### config.mk
export PLATFORM = sky130hd
export DESIGN_NAME = uart_rx_fifo
export DESIGN_NICKNAME = d
export VERILOG_FILES = /design/src/rtl/uart_rx_fifo_pkg.sv /design/src/rtl/uart_rx_fifo_byte_fifo.sv /design/src/rtl/uart_rx_fifo.sv
export SDC_FILE = /design/constraint.sdc
export NUM_CORES = 1
export LEC_CHECK = 0
export CAP_MARGIN = 20
export CORE_ASPECT_RATIO = 0.7
export CORE_MARGIN = 2
export CORE_UTILIZATION = 55
export DETAILED_ROUTE_END_ITERATION = 7
export GPL_ROUTABILITY_DRIVEN = 0
export PLACE_DENSITY = 0.82
export SETUP_SLACK_MARGIN = 0.15
export SYNTH_ARGS = -nofsm -noshare
export SYNTH_HDL_FRONTEND = slang
export SYNTH_HIERARCHICAL = 1
export SYNTH_SLANG_ARGS = --single-unit
### constraint.sdc
create_clock -name Clk -period 2.7 [get_ports Clk]
set_clock_uncertainty 0.1 [all_clocks]
set_input_delay 0.54 -clock Clk [delete_from_list [all_inputs] [get_ports Clk]]
set_output_delay 0.54 -clock Clk [all_outputs]
set_load 0.01 [all_outputs]
### src/rtl/uart_rx_fifo_pkg.sv
// Shared constants and FSM encoding for the UART receive front end.
// Latency: n/a (definitions only).
// Backpressure: n/a (definitions only).
package uart_rx_fifo_pkg;

   localparam int UART_DATA_WIDTH = 8;
   localparam int OVERSAMPLE      = 16;
   localparam int MID_START       = 7;
   localparam int MID_BIT         = 15;
   localparam int SAMP_W          = $clog2(OVERSAMPLE);

   typedef enum logic [2:0] {
      IDLE      = 3'd0,
      START     = 3'd1,
      DATA      = 3'd2,
      STOP      = 3'd3,
      WAIT_HIGH = 3'd4
   } rx_state_t;

endpackage

### src/rtl/uart_rx_fifo_byte_fifo.sv
// First-word-fall-through byte FIFO with registered fill count and overflow pulse.
// Latency: a write is visible at Rd_Data the cycle after the write edge; pops take effect in one cycle.
// Backpressure: none upstream; a write while full with no pop is dropped and flagged on Overflow.
module byte_fifo #(
   parameter int DEPTH  = 8,
   parameter int ADDR_W = 3,
   parameter int DATA_W = 8
) (
   input  logic              Clk,
   input  logic              Rst,
   input  logic              Wr_En,
   input  logic [DATA_W-1:0] Wr_Data,
   input  logic              Rd_En,
   output logic [DATA_W-1:0] Rd_Data,
   output logic              Empty,
   output logic              Full,
   output logic [ADDR_W:0]   Fill_Level,
   output logic              Overflow
);

   logic [DATA_W-1:0] mem [DEPTH];
   logic [ADDR_W-1:0] wr_ptr;
   logic [ADDR_W-1:0] rd_ptr;
   logic [ADDR_W:0]   count;
   logic              rd_ok;
   logic              wr_ok;

   assign Empty      = (count == '0);
   assign Full       = (count == (ADDR_W+1)'(DEPTH));
   assign Fill_Level = count;
   assign Rd_Data    = Empty ? '0 : mem[rd_ptr];

   // A pop frees the slot in the same cycle, so a full FIFO still accepts a simultaneous write.
   assign rd_ok = Rd_En & ~Empty;
   assign wr_ok = Wr_En & (~Full | rd_ok);

   // Storage array; contents are meaningless until the pointers cover them, so no reset.
   always_ff @(posedge Clk) begin
      if (wr_ok) mem[wr_ptr] <= Wr_Data;
   end

   // Pointer, occupancy and overflow-pulse bookkeeping.
   always_ff @(posedge Clk or negedge Rst) begin
      if (!Rst) begin
         wr_ptr   <= '0;
         rd_ptr   <= '0;
         count    <= '0;
         Overflow <= 1'b0;
      end else begin
         Overflow <= Wr_En & Full & ~rd_ok;
         if (wr_ok) wr_ptr <= wr_ptr + 1'b1;
         if (rd_ok) rd_ptr <= rd_ptr + 1'b1;
         case ({wr_ok, rd_ok})
            2'b10:   count <= count + 1'b1;
            2'b01:   count <= count - 1'b1;
            default: count <= count;
         endcase
      end
   end

endmodule

### src/rtl/uart_rx_fifo.sv
// 8N1 UART receiver with 16x oversampling feeding a FWFT byte FIFO, with framing/overflow pulses.
// Latency: stop bit sampled at end of tick cycle T, FIFO written at end of T+1, data visible from T+2.
// Backpressure: none on the serial line; bytes arriving while the FIFO is full are dropped (Overflow).
module uart_rx_fifo
   import uart_rx_fifo_pkg::*;
#(
   parameter int TICK_DIV        = 27,
   parameter int FIFO_DEPTH      = 8,
   parameter int FIFO_ADDR_WIDTH = 3,
   parameter int UART_DATA_WIDTH = uart_rx_fifo_pkg::UART_DATA_WIDTH
) (
   input  logic                       Clk,
   input  logic                       Rst,
   input  logic                       Rx,
   input  logic                       Rd_En,
   output logic [UART_DATA_WIDTH-1:0] RXD_Data,
   output logic                       Empty,
   output logic                       Full,
   output logic [FIFO_ADDR_WIDTH:0]   Fill_Level,
   output logic                       Frame_Err,
   output logic                       Overflow
);

   localparam int TCW   = (TICK_DIV > 1) ? $clog2(TICK_DIV) : 1;
   localparam int BIT_W = (UART_DATA_WIDTH > 1) ? $clog2(UART_DATA_WIDTH) : 1;

   logic                       rx_meta;
   logic                       rx_s;
   logic [TCW-1:0]             tick_cnt;
   logic                       tick;
   rx_state_t                  state;
   logic [SAMP_W-1:0]          samp_cnt;
   logic [BIT_W-1:0]           bit_cnt;
   logic [UART_DATA_WIDTH-1:0] shift_reg;
   logic                       byte_vld;

   // Two-flop synchroniser; idles high so reset never looks like a start bit.
   always_ff @(posedge Clk or negedge Rst) begin
      if (!Rst) begin
         rx_meta <= 1'b1;
         rx_s    <= 1'b1;
      end else begin
         rx_meta <= Rx;
         rx_s    <= rx_meta;
      end
   end

   assign tick = (tick_cnt == TCW'(TICK_DIV - 1));

   // Free-running oversample tick divider.
   always_ff @(posedge Clk or negedge Rst) begin
      if (!Rst) tick_cnt <= '0;
      else      tick_cnt <= tick ? '0 : tick_cnt + 1'b1;
   end

   // Receive FSM: start validation, LSB-first data capture, stop check and break recovery.
   always_ff @(posedge Clk or negedge Rst) begin
      if (!Rst) begin
         state     <= IDLE;
         samp_cnt  <= '0;
         bit_cnt   <= '0;
         shift_reg <= '0;
         byte_vld  <= 1'b0;
         Frame_Err <= 1'b0;
      end else begin
         byte_vld  <= 1'b0;
         Frame_Err <= 1'b0;
         if (tick) begin
            case (state)
               IDLE: begin
                  if (!rx_s) begin
                     state    <= START;
                     samp_cnt <= '0;
                  end
               end
               START: begin
                  if (samp_cnt == SAMP_W'(MID_START)) begin
                     samp_cnt <= '0;
                     bit_cnt  <= '0;
                     state    <= rx_s ? IDLE : DATA;
                  end else begin
                     samp_cnt <= samp_cnt + 1'b1;
                  end
               end
               DATA: begin
                  if (samp_cnt == SAMP_W'(MID_BIT)) begin
                     samp_cnt  <= '0;
                     shift_reg <= {rx_s, shift_reg[UART_DATA_WIDTH-1:1]};
                     bit_cnt   <= bit_cnt + 1'b1;
                     if (bit_cnt == BIT_W'(UART_DATA_WIDTH - 1)) state <= STOP;
                  end else begin
                     samp_cnt <= samp_cnt + 1'b1;
                  end
               end
               STOP: begin
                  if (samp_cnt == SAMP_W'(MID_BIT)) begin
                     samp_cnt <= '0;
                     if (rx_s) begin
                        byte_vld <= 1'b1;
                        state    <= IDLE;
                     end else begin
                        Frame_Err <= 1'b1;
                        state     <= WAIT_HIGH;
                     end
                  end else begin
                     samp_cnt <= samp_cnt + 1'b1;
                  end
               end
               WAIT_HIGH: begin
                  if (rx_s) state <= IDLE;
               end
               default: state <= IDLE;
            endcase
         end
      end
   end

   byte_fifo #(
      .DEPTH  (FIFO_DEPTH),
      .ADDR_W (FIFO_ADDR_WIDTH),
      .DATA_W (UART_DATA_WIDTH)
   ) u_fifo (
      .Clk        (Clk),
      .Rst        (Rst),
      .Wr_En      (byte_vld),
      .Wr_Data    (shift_reg),
      .Rd_En      (Rd_En),
      .Rd_Data    (RXD_Data),
      .Empty      (Empty),
      .Full       (Full),
      .Fill_Level (Fill_Level),
      .Overflow   (Overflow)
   );

endmodule
==> metrics.md, run 1 <==
| Metric | Value |
|---|---|
| Status | `complete, no violations` |
| Top cells by area, synth | `edfxtp_1, dfrtp_1, mux4_2, ha_1, mux2_2` |
| Die W | `~110 µm` |
| Diode count | `0` |
| Slew @ Worst Pin | `0.826 ns` |
| Final Hold Fails | `0` |
| Die H | `78.4 µm` |
| Final setup vio count | `0` |
| First-pass GRT wire length | `12,700 µm` |
| Dpl hpwl | `between 4000 and 5000 µm` |
| Met1 GRT Util | `between 20 and 30%` |
| Top cell type by total area after synthesis | `edfxtp_1` |
| Layout area overhead | `19.3%` |
| Pwr/cell area | `between 700 and 800 nW/µm²` |
| Aggregate routed wire length | `between 8000 and 9000 µm` |
| Min Tclk post-route | `~2.6 ns` |
| Initial core utilization | `~56%` |
| Core area | `between 7000 and 8000 µm²` |
| Mean Syn Cell Area | `~16 µm²` |
| CP Max Fanout | `4` |
| Top cell type's share of synthesized area | `around 44%` |
| Crit share post-route | `a little over nine tenths` |
| Most used routing layer | `met2` |
| Worst setup SP type | `flip-flop` |
| Flop pwr share | `approximately 44%` |
| GRT Overall Usage | `slightly above 20%` |
| Critical path required time | `2.06 ns` |
| DRC viols | `0` |
| Die area | `approximately 8600 µm²` |
| Port bufs | `19` |
| Clk sinks | `102` |
| Via count | `between 2,000 and 2,500` |
| Yosys warns | `6` |
| Number of global-route vias before repair | `between 2,000 and 2,500` |
| Longest Clk Path Bufs | `2` |
| Power share of the combinational group | `23.0%` |
| Mean routed wirelength per cell | `around 19 µm` |
| Crit. End Element | `output port` |
| Async set-or-reset flop fraction in the synthesized netlist | `between 30 and 40%` |
| Nets | `approximately 330` |
| Max-cap violations | `0` |
| Pre-antenna DRT Iters | `5` |
| Setup TNS | `0 ns` |
| Layout cell share with drive strength beyond 1 | `between 20% and 30%` |
| Max reg flops | `64` |
| Number of synthesized flops with an enable pin | `64` |
| VDD IR max | `0.808 mV` |
| Clock power frac | `about a third` |
| Remaining antenna violation count after routing | `0` |
| CTS Buf Count | `9` |
| I/O Pins | `20` |
| Switching power | `just over 1 mW` |
| Data arrival time of the critical path | `approximately 1.9 ns` |
| Pint | `around 3.1 mW` |
| DRT iter0 DRCs | `~170` |
| PnR Total Power | `between 4 and 5 mW` |
| Post-synth net total | `a little under 300` |
| Unique masters post-synth | `between 40 and 50` |
| Leakage Power | `between 2 and 2.5 nW` |
| Met2 Usage GRT | `between 30% and 40%` |
| Syn Inst Count | `~280` |
| Unrepaired setup endpoints after global routing | `true` |
| Mapped Area | `4350 µm²` |
| CTS tree | `yes` |
| Largest net degree at the start of global routing | `39` |
| Insertion delay to the later sink of the worst-skew pair | `approximately 0.34 ns` |
| Initial antenna violation count | `0` |
| Max Clk Rate | `between 300 and 400 MHz` |
| #FFs+latches synth | `about 100` |
| Met3 usage | `5.48%` |
| Hold/Removal Path Class | `primary input to asynchronous set/reset pin` |
| GR Overflow Total | `0` |
| Sequential area share after synthesis | `66.1%` |
| H-tree Lvls | `3` |
| Root buf cell | `clkbuf_16` |
| Slew Limit Headroom | `between 40% and 50%` |
| Switch share | `approximately 25%` |
| Rows | `27` |
| Max-slew violations | `0` |
| WS Path Type | `flip-flop to output port` |
| Drt via density | `approximately 5.8` |
| Clock transition at path regs | `about 0.070 ns` |
| Ys flop type | `edfxtp_1` |
==> timing repair <==
action | in CTS | in global routing
setup buffers | 5 | 2
pin swaps | 1 | 4
hold buffers | 0 | 0
endpoints found under the setup margin | 11 | 12
gates resized for setup | 36 | 7
gates cloned | 2 | 0
==> power by group through the flow <==
stage / clock [mW] / combinational, mW / sequential, mW
after detailed placement: 0 / 0.745 / 1.81
after global routing: 1.46 / 1.01 / 1.81
after global placement: 0 / 0.727 / 1.82
after CTS: 1.39 / 0.930 / 1.80
final: 1.37 / 0.944 / 1.80
after floorplan: 0 / 0.478 / 1.81
==> routing by layer <==
| layer | part of all wire (%) | vias to the layer above |
|---|---|---|
| li1 | - | 1134 |
| met1 | 44 | 1241 |
| met4 | 0.96 | 0 |
| met5 | 0 | - |
| met2 | 50 | 78 |
| met3 | 4.9 | 8 |
==> final cells by class <==
class,count,area [µm²]
Clock buffer,9,225
Multi-Input combinational cell,158,1420
Sequential cell,102,2880
Fill cell,520,2580
Tap cell,101,126
Timing Repair Buffer,43,415
Clock inverter,7,96.3
Inverter,6,27.5
==> layout by cell type, fill, tap and decap left out, types with 7 or more instances in the layout <==
cell type	netlist	routed
clkdlybuf4s50_1	0	8
buf_4	1	17
xnor2_1	7	7
nor3_1	8	8
ha_1	10	8
mux4_2	16	16
dfrtp_1	36	34
nand2_1	17	17
buf_2	3	8
o21ai_0	10	10
mux2_2	9	9
nor2_1	20	20
mux2i_1	8	8
edfxtp_1	64	64
clkbuf_16	0	9
==> worst max-delay path: stages, from the launching register on <==
cell	delay, ns
dfrtp_2	0.45
buf_12	0.13
buf_16	0.11
mux4_2	0.50
mux2i_1	0.17
nor2_1	0.07
buf_2	0.14
==> synthesized netlist by cell type (2+ instances only) <==
cell,number
a21oi_1,3
a22o_1,3
a31oi_1,3
buf_1,2
buf_2,3
clkbuf_2,3
dfrtp_1,36
dfstp_2,2
edfxtp_1,64
ha_1,10
inv_1,5
mux2_2,9
mux2i_1,8
mux4_2,16
nand2_1,17
nand2_2,2
nand2b_1,5
nand3_1,5
nand3b_1,2
nor2_1,20
nor3_1,8
nor3b_1,2
nor4_1,4
o21ai_0,10
xnor2_1,7
xor2_1,5
==> per-stage QoR <==
| stage | hold slack, ns | utilization, % | instances | cell area [µm²] | setup WS, ns |
|---|---|---|---|---|---|
| global placement | 0.248 | 61.2 | 401 | 4750 | 0.191 |
| finish | 0.196 | 66.7 | 426 | 5180 | 0.144 |
| global route | 0.260 | 66.7 | 426 | 5180 | 0.0755 |
| detailed placement | 0.249 | 61.2 | 401 | 4750 | 0.106 |
| floorplan | 0.144 | - | 276 | 4360 | 0.202 |
| CTS | 0.223 | 66.3 | 424 | 5150 | 0.0939 |
==> cells by family (layout without fill, tap and decap cells) <==
kind of cell / after synthesis / after routing / synth area share [%]
DFF: 102 / 102 / 66.1
and+or+nand+nor: 76 / 76 / 9.82
muxes: 34 / 34 / 12.8
AOI/OAI and AO/OA: 26 / 26 / 4.00
buffers and inverters: 16 / 65 / 1.93
xor gates and xnor gates: 12 / 12 / 2.42
adders and majority gates: 10 / 10 / 2.88
==> worst paths after layout <==
path                                      start              endpoint  slack, ns  cells after the start
max                            u_fifo/rd_ptr[0]           RXD_Data[3]       0.14                      6
min                                         Rst           samp_cnt[1]       0.20                      1
max reg2reg                u_fifo/Fill_Level[0]  u_fifo/Fill_Level[3]       0.25                      8
min reg2reg                             rx_meta                  rx_s       0.26                      0
max in group asynchronous                   Rst  u_fifo/Fill_Level[3]       1.73                      1
min in group Clk                        rx_meta                  rx_s       0.26                      0
(Power assumes the default switching activity.)
==> run 2, diff against run 1 <==
==> constraint.sdc (replaced) <==
create_clock -name Clk -period 2.8 [get_ports Clk]
set_clock_uncertainty 0.1 [all_clocks]
set_input_delay 0.56 -clock Clk [delete_from_list [all_inputs] [get_ports Clk]]
set_output_delay 0.56 -clock Clk [all_outputs]
set_load 0.01 [all_outputs]
==> run 2 against run 1 <==
- cell count rose by 0.94%
- combinational power barely moved
- die area did not move
- global-route usage fell by 0.48 points
- clock power fell by 7%
- sequential power fell by 3%
- wire length fell by 1.9%
- non-clock buffer count rose by 4
- worst hold slack improved by 0.029 ns
- largest power group unchanged
- highest routed layer unchanged
==> metrics.md, run 2 (synthesized netlist as in run 1, its figures left out) <==
| Metric | Value |
|---|---|
| Status | `complete, no violations` |
| Die W | `110 µm (unchanged)` |
| Fin area | `5180 µm² (about the same)` |
| First-pass GRT wire length | `12,700 µm (+0.60%)` |
| Pwr/cell area | `764 nW/µm² (-3.5%)` |
| Pre-antenna DRT Iters | `4 (-1)` |
| Hold/Removal Path Class | `primary input to asynchronous set/reset pin` |
| Final Hold Fails | `0 (unchanged)` |
| DRT iter0 DRCs | `137 (-21%)` |
| Drt via density | `5.65 (-2.2%)` |
| Crit share post-route | `94.8%` |
| Post-Place Cells | `401 (unchanged)` |
| # hold bufs at CTS | `0 (unchanged)` |
| Critical path startpoint | `u_fifo/rd_ptr[0]` |
| Root buf cell | `clkbuf_16` |
| Data arrival time of the critical path | `1.99 ns (+0.07 ns)` |
| Core Util, Final | `66.7% (about the same)` |
| Crit. End Element | `output port` |
| VDD IR max | `0.779 mV (-3.6%)` |
| Core area | `7770 µm² (unchanged)` |
| Setup TNS | `0 ns (unchanged)` |
| Critical path required time | `2.14 ns (+0.08 ns)` |
| Fin Hold WS | `0.225 ns (+0.0291 ns)` |
| Diode count | `0 (unchanged)` |
| Mean routed wirelength per cell | `18.5 µm (-2.8%)` |
| Post-Place Cell Area | `4740 µm² (-0.26%)` |
| Most common cell after layout, fill and taps aside | `edfxtp_1` |
| Rows | `27 (unchanged)` |
| Unrepaired setup endpoints after global routing | `true` |
| Post-route setup slack | `0.147 ns (+0.00293 ns)` |
| Port bufs | `19 (unchanged)` |
| Clock transition at path regs | `0.07 ns (about the same)` |
| Largest net degree at the start of global routing | `39 (unchanged)` |
| Nets | `338 (+1.2%)` |
| Fin cells | `430 (+0.94%)` |
| Insertion delay to the later sink of the worst-skew pair | `0.34 ns (about the same)` |
| Aggregate routed wire length | `7950 µm (-1.9%)` |
| Remaining antenna violation count after routing | `0 (unchanged)` |
| Worst setup SP type | `flip-flop` |
| I/O Pins | `20 (unchanged)` |
| Place WS | `0.107 ns (+0.00110 ns)` |
| Max reg flops | `64 (unchanged)` |
| GR Overflow Total | `0 (unchanged)` |
| Number of global-route vias before repair | `2,428 (+1.9%)` |
| Final setup vio count | `0 (unchanged)` |
| CP Max Fanout | `8 (+4)` |
| Layout cell share with drive strength beyond 1 | `28.9% (+0.26 points)` |
| Leakage Power | `2.16 nW (-1.2%)` |
| WS Path Type | `flip-flop to output port` |
| Max-slew violations | `0 (unchanged)` |
| R2R depth | `10 (+2)` |
| Initial core utilization | `55.9% (unchanged)` |
| Reg2reg start | `u_fifo/Fill_Level[1]` |
| Longest Clk Path Bufs | `2 (unchanged)` |
| Clk sinks | `102 (unchanged)` |
| Via count | `2,429 (-1.3%)` |
| CTS Buf Count | `9 (unchanged)` |
| Initial antenna violation count | `0 (unchanged)` |
| Die area | `8640 µm² (unchanged)` |
| PnR Total Power | `3.96 mW (-3.6%)` |
| Max-cap violations | `0 (unchanged)` |
| Die H | `78.4 µm (unchanged)` |
| Slew Limit Headroom | `43.3% (-1.7 points)` |
| H-tree Lvls | `3 (unchanged)` |
| Max Clk Rate | `around 380 MHz` |
| Commonest cells after routing, fill and taps aside | `edfxtp_1, dfrtp_1, buf_4` |
| Min Tclk post-route | `around 2.7 ns` |
| Layout area overhead | `19.3% (about the same)` |
| DRC viols | `0 (unchanged)` |
| Dpl hpwl | `4990 µm (+1.1%)` |
| CTS tree | `yes` |
| GRT Overall Usage | `20.2% (-0.48 points)` |
| Slew @ Worst Pin | `0.851 ns (+0.0253 ns)` |
## run 2: cell count changes in the layout (fill, tap and decap cells not counted), sizes merged
cell,delta
clkinv,+2
clkinvlp,-1
buf,-4
dlymetal6s2s,-2
clkdlybuf4s15,+1
clkdlybuf4s50,+2
bufinv,-1
clkbuf,+7
## run 2: final timing paths
| path | endpoint | slack [ns] |
|---|---|---|
| worst min-delay path | samp_cnt[1] | 0.22 |
| worst max-delay path | RXD_Data[2] | 0.15 |
| min in group Clk | rx_s | 0.26 |
| worst max register to register | u_fifo/Fill_Level[2] | 0.27 |
| max in group asynchronous | u_fifo/rd_ptr[0] | 1.78 |
| worst min register to register | rx_s | 0.26 |
## run 2: cell type report
class / instances / area (µm²)
Inverter: 6 / 27.5
Sequential cell: 102 / 2880
Timing Repair Buffer: 47 / 439
Tap cell: 101 / 126
Fill cell: 546 / 2590
Multi-Input combinational cell: 158 / 1390
Clock inverter: 7 / 93.8
Clock buffer: 9 / 225
## run 2: worst max-delay path, cell delays in order, from the launching register on
cell and delay, ns:
dfrtp_2 0.46, buf_12 0.13, buf_16 0.13, mux4_2 0.52, mux2i_1 0.14, nor2_1 0.05
clkdlybuf4s15_1 0.22
## run 2: routing by layer
layer  GRT usage, %  part of all wire, %  up-vias
li1               -                    -     1141
met1           28.4                   46     1223
met2           31.5                   48       56
met3           5.81                  4.8        9
met4           4.50                  1.1        0
met5              0                    0        -
## run 2: power breakdown
| group | leakage (nW) | internal, mW | switching (mW) |
|---|---|---|---|
| Clock | 0.152 | 0.716 | 0.565 |
| Combinational | 0.775 | 0.561 | 0.380 |
| Sequential | 1.23 | 1.65 | 0.0932 |
## run 2: what timing repair did
item | 4_1_cts | 5_1_grt
pin swaps | 1 | 0
gates cloned | 1 | 1
buffers inserted | 9 | 2
endpoints found under the hold margin | 0 | 0
setup endpoints to repair | 9 | 10
gates resized for setup | 11 | 18
==> RTL change: new RTL, config.mk and constraints of run 2 <==
Compare `samp_cnt` against `SAMP_W'(MID_START)` with >= in place of ==.
--- a/src/rtl/uart_rx_fifo.sv
+++ b/src/rtl/uart_rx_fifo.sv
@@ -75,5 +75,5 @@
                end
                START: begin
-                  if (samp_cnt == SAMP_W'(MID_START)) begin
+                  if (samp_cnt >= SAMP_W'(MID_START)) begin
                      samp_cnt <= '0;
                      bit_cnt  <= '0;
Check against the original RTL: same outputs for any inputs over 10 cycles, from zero or initial values and one cycle with Rst low; that may be too few to reach the edited logic, so the function may still have changed.
==> RTL change against run 2 <==
  * Clock power shrank 5%
  * Area after synthesis rose by 1.3%
  * Total power shrank 2.1%
  * Fmax is 0.23% higher
  * Largest power group unchanged
  * Via count shrank 1.5%
  * First-iteration DRC count up 25%
  * Final area up 0.48%
  * Sequential cell count unchanged
  * Routed wire length fell by 1.3%
  * Setup slack improved by 0.0060 ns
  * Combinational power is 2% lower
  * Core utilization hardly changed
==> RTL change: results (changes against run 2) <==
[status]
status=finished, final reports clean

[power]
peakVddDrop_mv=0.572  ; -27%
p_int_mw=2.82  ; -3.4%
power.leakage_nw=2.18  ; +0.75%

[final_layout]
stdcell_count=429  ; -0.23%
n_fill_cell=531  ; -2.7%
drive_above_1_share=0.299  ; +0.0100
layout.nets=337  ; -0.30%

[yosys]
synth_cell_type_count=49  ; +2.1%
ys_top_cells_by_count=edfxtp_1, dfrtp_1, nor2_1
synthTopCellsByArea=edfxtp_1, dfrtp_1, mux4_2
synthAdderAreaFrac=0.0310  ; +0.00220
synth.area.mux_share=0.145  ; +0.0169
synth_nets=291  ; +0.34%
ys_seq_area_frac=0.653  ; -0.00827
syn_inst=277  ; +0.36%
synth_compound_area_frac=0.0347  ; -0.00533
synth-xor-area-share=0.0239  ; -0.000302

[worst_setup_path]
critPathLaunch=u_fifo/rd_ptr[0]$_DFFE_PN0P_
critical-path-top-delay-family=multiplexers
arrival_ns=1.99  ; about the same
worstReg2RegEnd=u_fifo/Fill_Level[2]$_DFFE_PN0P_
endpoint=RXD_Data[7]
rrSetupSlack_ns=0.29  ; +0.02 ns
worst_path_largest_cell_delay_ns=0.48  ; -0.04 ns

[routing]
drt_iter0_drc=171  ; +25%
via_per_inst=5.58  ; -1.3%
route.final.wire_length_um=7850  ; -1.3%

[placement]
post-dp-hpwl_um=4950  ; -0.70%
dp_cells=402  ; +0.25%
dp_slack_ns=0.145  ; +0.0385 ns
postPlaceCellArea_mm2=0.00479  ; +1.1%

[timing]
period_needed_ns=2.65  ; -0.00598 ns
max_slew.worst_pin.slew_ns=0.852  ; +0.000859 ns

[clocking]
post-cts-setup-buffer-count=5  ; -4
cts_resized=27  ; +16

[grt]
grt_pass1_wl_um=13100  ; +3.1%
grt_usage=0.200  ; -0.00173
first_global_vias=2429  ; +0.041%

==> RTL change: cell count changes after synthesis, moves of 2 or more <==
| cell | run 2 | this run |
|---|---|---|
| a21oi_1 | 3 | 5 |
| o21bai_1 | 0 | 2 |
| nand2b_1 | 5 | 3 |
| clkbuf_2 | 3 | 1 |
| mux2_4 | 1 | 3 |
| nand2_1 | 17 | 13 |
| o31ai_1 | 1 | 3 |
| nor3b_1 | 2 | 4 |
| a31oi_1 | 3 | 0 |
| o21ai_0 | 10 | 4 |
| inv_1 | 5 | 9 |
| mux2i_1 | 8 | 12 |
==> RTL change: final cells by class <==
class	instances	area share
clock buffers	9	0.0432
clock inverters	7	0.0144
inverters	10	0.00817
multi-input cells	155	0.275
flip-flops and latches	102	0.552
well taps	101	0.0243
repair buffers	45	0.0826
==> RTL change: worst min path at each step <==
stage | cells past startpoint | to | slack (ns)
after CTS | 1 | u_fifo/wr_ptr[0]$_DFFE_PN0P_ | 0.25
after global routing | 0 | rx_s$_DFF_PN1_ | 0.27
after global placement | 0 | rx_s$_DFF_PN1_ | 0.25
after detailed placement | 0 | rx_s$_DFF_PN1_ | 0.25
after floorplan | 0 | Frame_Err$_DFF_PN0_ | 0.16
final | 1 | samp_cnt[0]$_DFFE_PN0P_ | 0.22
==> RTL change: power groups by stage <==
stage	clock [mW]	sequential [mW]	combinational (mW)
after detailed placement	0	1.75	0.708
final	1.22	1.73	0.924
after global routing	1.29	1.74	0.989
after floorplan	0	1.75	0.458
after global placement	0	1.75	0.696
after CTS	1.24	1.73	0.882
==> RTL change: routing by layer <==
metal  global-route usage  share of wire  vias to the layer above
li1                     -              -                     1139
met1                0.282           0.48                     1197
met2                0.315           0.47                       48
met3               0.0489          0.037                        9
met4               0.0600          0.012                        0
met5                    0              0                        -
